<file path="src/rtl/booth_mult.sv">
// booth_mult: sequential signed WIDTH x WIDTH multiplier, radix-2 Booth.
// One recode/add/shift step per clock. The product is published to
// hi_out/lo_out only on completion, together with a one-cycle mult_stop.
module booth_mult #(
    parameter int WIDTH = 32
) (
    input  logic             clk,
    input  logic             reset,
    input  logic [WIDTH-1:0] a_in,
    input  logic [WIDTH-1:0] b_in,
    input  logic             mult_init,
    output logic [WIDTH-1:0] hi_out,
    output logic [WIDTH-1:0] lo_out,
    output logic             mult_stop,
    output logic             busy
);

    // Counter must be able to hold the value WIDTH itself.
    localparam int CNT_W = $clog2(WIDTH + 1);

    typedef enum logic [1:0] {
        IDLE = 2'd0,
        RUN  = 2'd1,
        DONE = 2'd2
    } state_t;

    state_t             state_r;
    state_t             state_next_s;
    logic [CNT_W-1:0]   count_r;
    logic [WIDTH:0]     acc_r;      // one guard bit so acc - (-2^(WIDTH-1)) fits
    logic [WIDTH:0]     m_r;        // sign-extended multiplicand
    logic [WIDTH-1:0]   q_r;        // multiplier, shifts out as product low half
    logic               q_m1_r;     // Booth "Q-1" bit
    logic               steps_done_s;
    logic [2*WIDTH+1:0] step_s;

    // One Booth step: recode {Q[0],Q-1}, add/subtract M modulo 2^(WIDTH+1),
    // then arithmetic shift of {acc,Q,Q-1} right by one. Returns the shifted
    // {acc,Q,Q-1} vector.
    function automatic logic [2*WIDTH+1:0] booth_step(
        input logic [WIDTH:0]   acc,
        input logic [WIDTH:0]   m,
        input logic [WIDTH-1:0] q,
        input logic             q_m1
    );
        logic [WIDTH:0] sum;
        case ({q[0], q_m1})
            2'b01:   sum = acc + m;
            2'b10:   sum = acc - m;
            default: sum = acc;
        endcase
        // Dropping the old Q-1 and replicating the sign bit is the shift.
        booth_step = {sum[WIDTH], sum, q};
    endfunction

    assign steps_done_s = (count_r == {CNT_W{1'b0}});
    assign step_s       = booth_step(acc_r, m_r, q_r, q_m1_r);

    // State register with synchronous reset.
    always_ff @(posedge clk) begin
        if (reset) begin
            state_r <= IDLE;
        end else begin
            state_r <= state_next_s;
        end
    end

    // Next-state logic: start only from IDLE, one DONE cycle, then back.
    always_comb begin
        state_next_s = state_r;
        case (state_r)
            IDLE: begin
                if (mult_init) begin
                    state_next_s = RUN;
                end else begin
                    state_next_s = IDLE;
                end
            end
            RUN: begin
                if (steps_done_s) begin
                    state_next_s = DONE;
                end else begin
                    state_next_s = RUN;
                end
            end
            DONE: begin
                state_next_s = IDLE;
            end
            default: begin
                state_next_s = IDLE;
            end
        endcase
    end

    // Datapath: operand capture on accept, one Booth step per RUN edge.
    always_ff @(posedge clk) begin
        if (reset) begin
            count_r <= {CNT_W{1'b0}};
            acc_r   <= {(WIDTH+1){1'b0}};
            m_r     <= {(WIDTH+1){1'b0}};
            q_r     <= {WIDTH{1'b0}};
            q_m1_r  <= 1'b0;
        end else begin
            case (state_r)
                IDLE: begin
                    if (mult_init) begin
                        m_r     <= {a_in[WIDTH-1], a_in};
                        q_r     <= b_in;
                        acc_r   <= {(WIDTH+1){1'b0}};
                        q_m1_r  <= 1'b0;
                        count_r <= CNT_W'(WIDTH);
                    end
                end
                RUN: begin
                    if (!steps_done_s) begin
                        acc_r   <= step_s[2*WIDTH+1:WIDTH+1];
                        q_r     <= step_s[WIDTH:1];
                        q_m1_r  <= step_s[0];
                        count_r <= count_r - CNT_W'(1);
                    end
                end
                default: begin
                end
            endcase
        end
    end

    // Registered outputs: product published only when entering DONE.
    always_ff @(posedge clk) begin
        if (reset) begin
            hi_out    <= {WIDTH{1'b0}};
            lo_out    <= {WIDTH{1'b0}};
            mult_stop <= 1'b0;
            busy      <= 1'b0;
        end else begin
            if ((state_r == RUN) && steps_done_s) begin
                hi_out    <= acc_r[WIDTH-1:0];
                lo_out    <= q_r;
                mult_stop <= 1'b1;
            end else begin
                mult_stop <= 1'b0;
            end
            busy <= (state_next_s != IDLE);
        end
    end

endmodule

</file>
<file path="config.mk">
export PLATFORM = sky130hd
export DESIGN_NAME = booth_mult
export DESIGN_NICKNAME = d
export VERILOG_FILES = /design/src/rtl/booth_mult.sv
export SDC_FILE = /design/constraint.sdc
export NUM_CORES = 1
export LEC_CHECK = 0
export BUFFER_PORTS_ARGS = -buffer_cell sky130_fd_sc_hd__buf_2
export CORE_MARGIN = 2
export CORE_UTILIZATION = 41
export CTS_CLUSTER_DIAMETER = 200
export CTS_CLUSTER_SIZE = 25
export DETAILED_ROUTE_END_ITERATION = 8
export PLACE_DENSITY_LB_ADDON = 0.1
export SYNTH_ARGS = -nofsm -noshare
export SYNTH_HDL_FRONTEND = slang
export SYNTH_SLANG_ARGS = --single-unit
</file>
<file path="constraint.sdc">
create_clock -name clk -period 4.4 [get_ports clk]
set_clock_uncertainty 0.05 [all_clocks]
set_input_delay 0.44 -clock clk [delete_from_list [all_inputs] [get_ports clk]]
set_output_delay 0.44 -clock clk [all_outputs]
set_load 0.02 [all_outputs]
</file>
==> flow_metrics.tcl <==
set metrics [dict create \
    p_leak_nw 4.08 \
    holdPathStages 3 \
    area_delta_synth_final_pct 15.8 \
    cts_resized 0 \
    finalNetCount 1335 \
    post_cts_buffers 0 \
    overflow 0 \
    yosysWarnings 0 \
    crit_path_end_kind "flop" \
    ys_types 71 \
    nFillCells 2160 \
    hold_viol_final 0 \
    critPathKind "flop to flop" \
    htreeDepth 4 \
    synth_edf_count 0 \
    hold_buffers 0 \
    crit_fanout 7 \
    syn-num-nets 1241 \
    relSlewSlack_pct 40.1 \
    comb_power_share_pct 31.7 \
    design_area_um2 10300 \
    coreArea_um2 21200 \
    io-pin-count 133 \
    antenna_found_initial 0 \
    synth_seq_area_share_pct 38.6 \
    dp_hpwl_mm 16.6 \
    drc_errors 0 \
    drt_iter0_drc 549 \
    synthTopCellsByArea "dfxtp_1 (39%), a21oi_1 (11%), nand2_1 (11%), ha_1 (4.9%), xnor2_1 (3.9%)" \
    synth_top_area_cell "dfxtp_1" \
    rsz0062_at_grt "false" \
    netlist_area_um2 8880 \
    die_h_um 151 \
    drt_wl_total_mm 23.8 \
    finalWorstSetupSlack_ns 0.382 \
    rr_worst_depth 14 \
    seq_power_share_pct 37.2 \
    worstMarginPinSlew_ns 0.897 \
    start_util_pct 42.0 \
    dpl-instance-area_um2 9700 \
    diodes 0 \
    synth_commonest_cells "nand2_1 (262), a21oi_1 (199), dfxtp_1 (171)" \
    drtAntennaViolNets 0 \
    cts-root-buf "clkbuf_16" \
    drive_gt1_share_pct 16.2 \
    maxCapViolations 0 \
    yosys_most_used_dff "dfxtp_1" \
    gp_congestion 0.892 \
    worstPathRequired_ns 4.69 \
    cts_made_buffers 17 \
    pre_cts_slack_ns 0.399 \
    fin_total_pwr_mw 4.75 \
    switching_power_mw 1.80 \
    post_drt_wl_per_cell_um 15.6 \
    synth_area_per_cell_um2 7.80 \
    die_area_um2 22800 \
    yosysMostFrequentCell "nand2_1" \
    port_buffers 132 \
    grt_pass1_wl_mm 38.4 \
    power.density_nw_per_um2 462 \
    clkTransAtPathRegs_ns 0.07 \
    cts_tree "yes" \
    tns_ns 0 \
    fin_crit_sh_pct 91.3 \
    grt_pass1_vias 7387 \
    hold_class "input pin to flop" \
    ys_ff_latch 171 \
    status "complete, no violations" \
    fmax_ghz 0.249 \
    async_flop_share_pct 0 \
    p_int_mw 2.95 \
    drtPass1Iterations 6 \
    p_sw_share_pct 37.9 \
    period_needed_ns 4.02 \
    synth_cells 1138 \
    clkLatencyLatePin_ns 0.43 \
    maxSlewViolCount 0 \
    grt_max_degree 86 \
    setup_viol 0 \
    via_per_inst 5.35 \
    power_frac_clock_pct 31.1 \
    vias 8128 \
    startpoint_type "flop" \
    cp.arrival_ns 4.31 \
    clock_sinks 171 \
    fp-row-count 53 \
    yosys.area.top_type_share_pct 38.6 \
    ir_worst_vdd_uv 219 \
    cts.path.max_buffers 2 \
    fp.dieW_um 151 \
    track_usage_pct 20.9 \
]
## cell type report
| type | instances | area (µm²) | share of cell area (%) |
|---|---|---|---|
| clock buffer | 18 | 429 | 4.18 |
| clock inverter | 14 | 148 | 1.44 |
| timing repair buffer | 148 | 796 | 7.74 |
| inverter | 25 | 93.8 | 0.913 |
| multi-input combinational | 869 | 5040 | 49.1 |
| sequential | 171 | 3420 | 33.3 |
| tap | 275 | 344 | 3.35 |
## power groups by stage
stage	Clock [mW]	Sequential, mW	Combinational, mW
5_1_grt	1.58	1.78	1.68
3_5_place_dp	0	1.80	1.50
2_1_floorplan	0	1.79	1.14
6_report	1.48	1.76	1.50
3_3_place_gp	0	1.80	1.50
4_1_cts	1.51	1.76	1.51
## path summary, 6_finish.rpt
| path | from | to | slack (ns) |
|---|---|---|---|
| worst max register to register | m_r[2] | acc_r[29] | 0.38 |
| worst min-delay path | a_in[10] | m_r[10] | 0.19 |
| worst min register to register | lo_out[14] | lo_out[14] | 0.40 |
| worst max-delay path | m_r[2] | acc_r[29] | 0.38 |
## sequential cells by signal, indices dropped and copies added (netlist names)
signal / cells
count_r: 6
acc_r: 32
state_r: 2
mult_stop: 1
busy: 1
lo_out: 32
q_r: 32
hi_out: 32
q_m1_r: 1
m_r: 32
## cells in the final DEF, fill, tap and decap left out, types with 5 or more instances in the layout
cell       instances
a22oi_1           41
a31oi_1           10
xnor2_1           40
or3_1              7
a211oi_1           8
dfxtp_1          171
inv_1             25
nor3_1            23
o21ai_0           27
nand2_1          262
xor2_1            17
buf_2            131
nand3_1           11
clkbuf_16         17
and2_1             7
nor2_1            60
nand4_1            5
a21o_1            11
and3_1             8
mux2i_1            5
nor2b_1            5
inv_8              5
ha_1              35
a222oi_1           7
buf_4             16
a21oi_1          198
o22ai_1            9
## stage by stage
stage | util (%) | hold WS [ns] | std cells
after detailed placement | 45.9 | 0.394 | 1488
after global placement | 45.9 | 0.391 | 1488
after global routing | 48.6 | 0.188 | 1520
final | 48.6 | 0.189 | 1520
after floorplan | - | 0.395 | 1138
after CTS | 48.6 | 0.169 | 1520
## cell families (layout without fill, tap and decap cells)
logic type / Yosys count / after routing / synth area share, %
AO/OA/AOI/OAI: 354 / 354 / 24.5
XOR/XNOR: 58 / 58 / 5.81
adder cells (fa/ha/maj): 36 / 36 / 5.16
buffers and inverters: 98 / 205 / 5.00
flip-flops: 171 / 171 / 38.6
multiplexers: 5 / 5 / 0.564
AND/OR/NAND/NOR: 416 / 416 / 20.5
## worst max-delay path: stages, from the launching register on
cell and delay, ns:
dfxtp_1 0.35, or3_1 0.45, or3_1 0.37, nor3_2 0.31, and2_1 0.25, nor2_1 0.07, xnor2_1 0.13, ha_1 0.41
a21oi_1 0.10, o21ai_0 0.36, o22ai_1 0.16, a21oi_2 0.27, o2111ai_1 0.19, and3_1 0.22, o32ai_1 0.24
## per-layer routing
layer / wire length [µm] / up-vias / global-route usage [%]
met5: 0 / - / 0
met4: 184 / 0 / 4.95
met3: 1240 / 12 / 2.74
met2: 10200 / 216 / 31.8
met1: 12200 / 3714 / 31.3
li1: - / 4186 / -
Power figures use the tool's default switching activity.
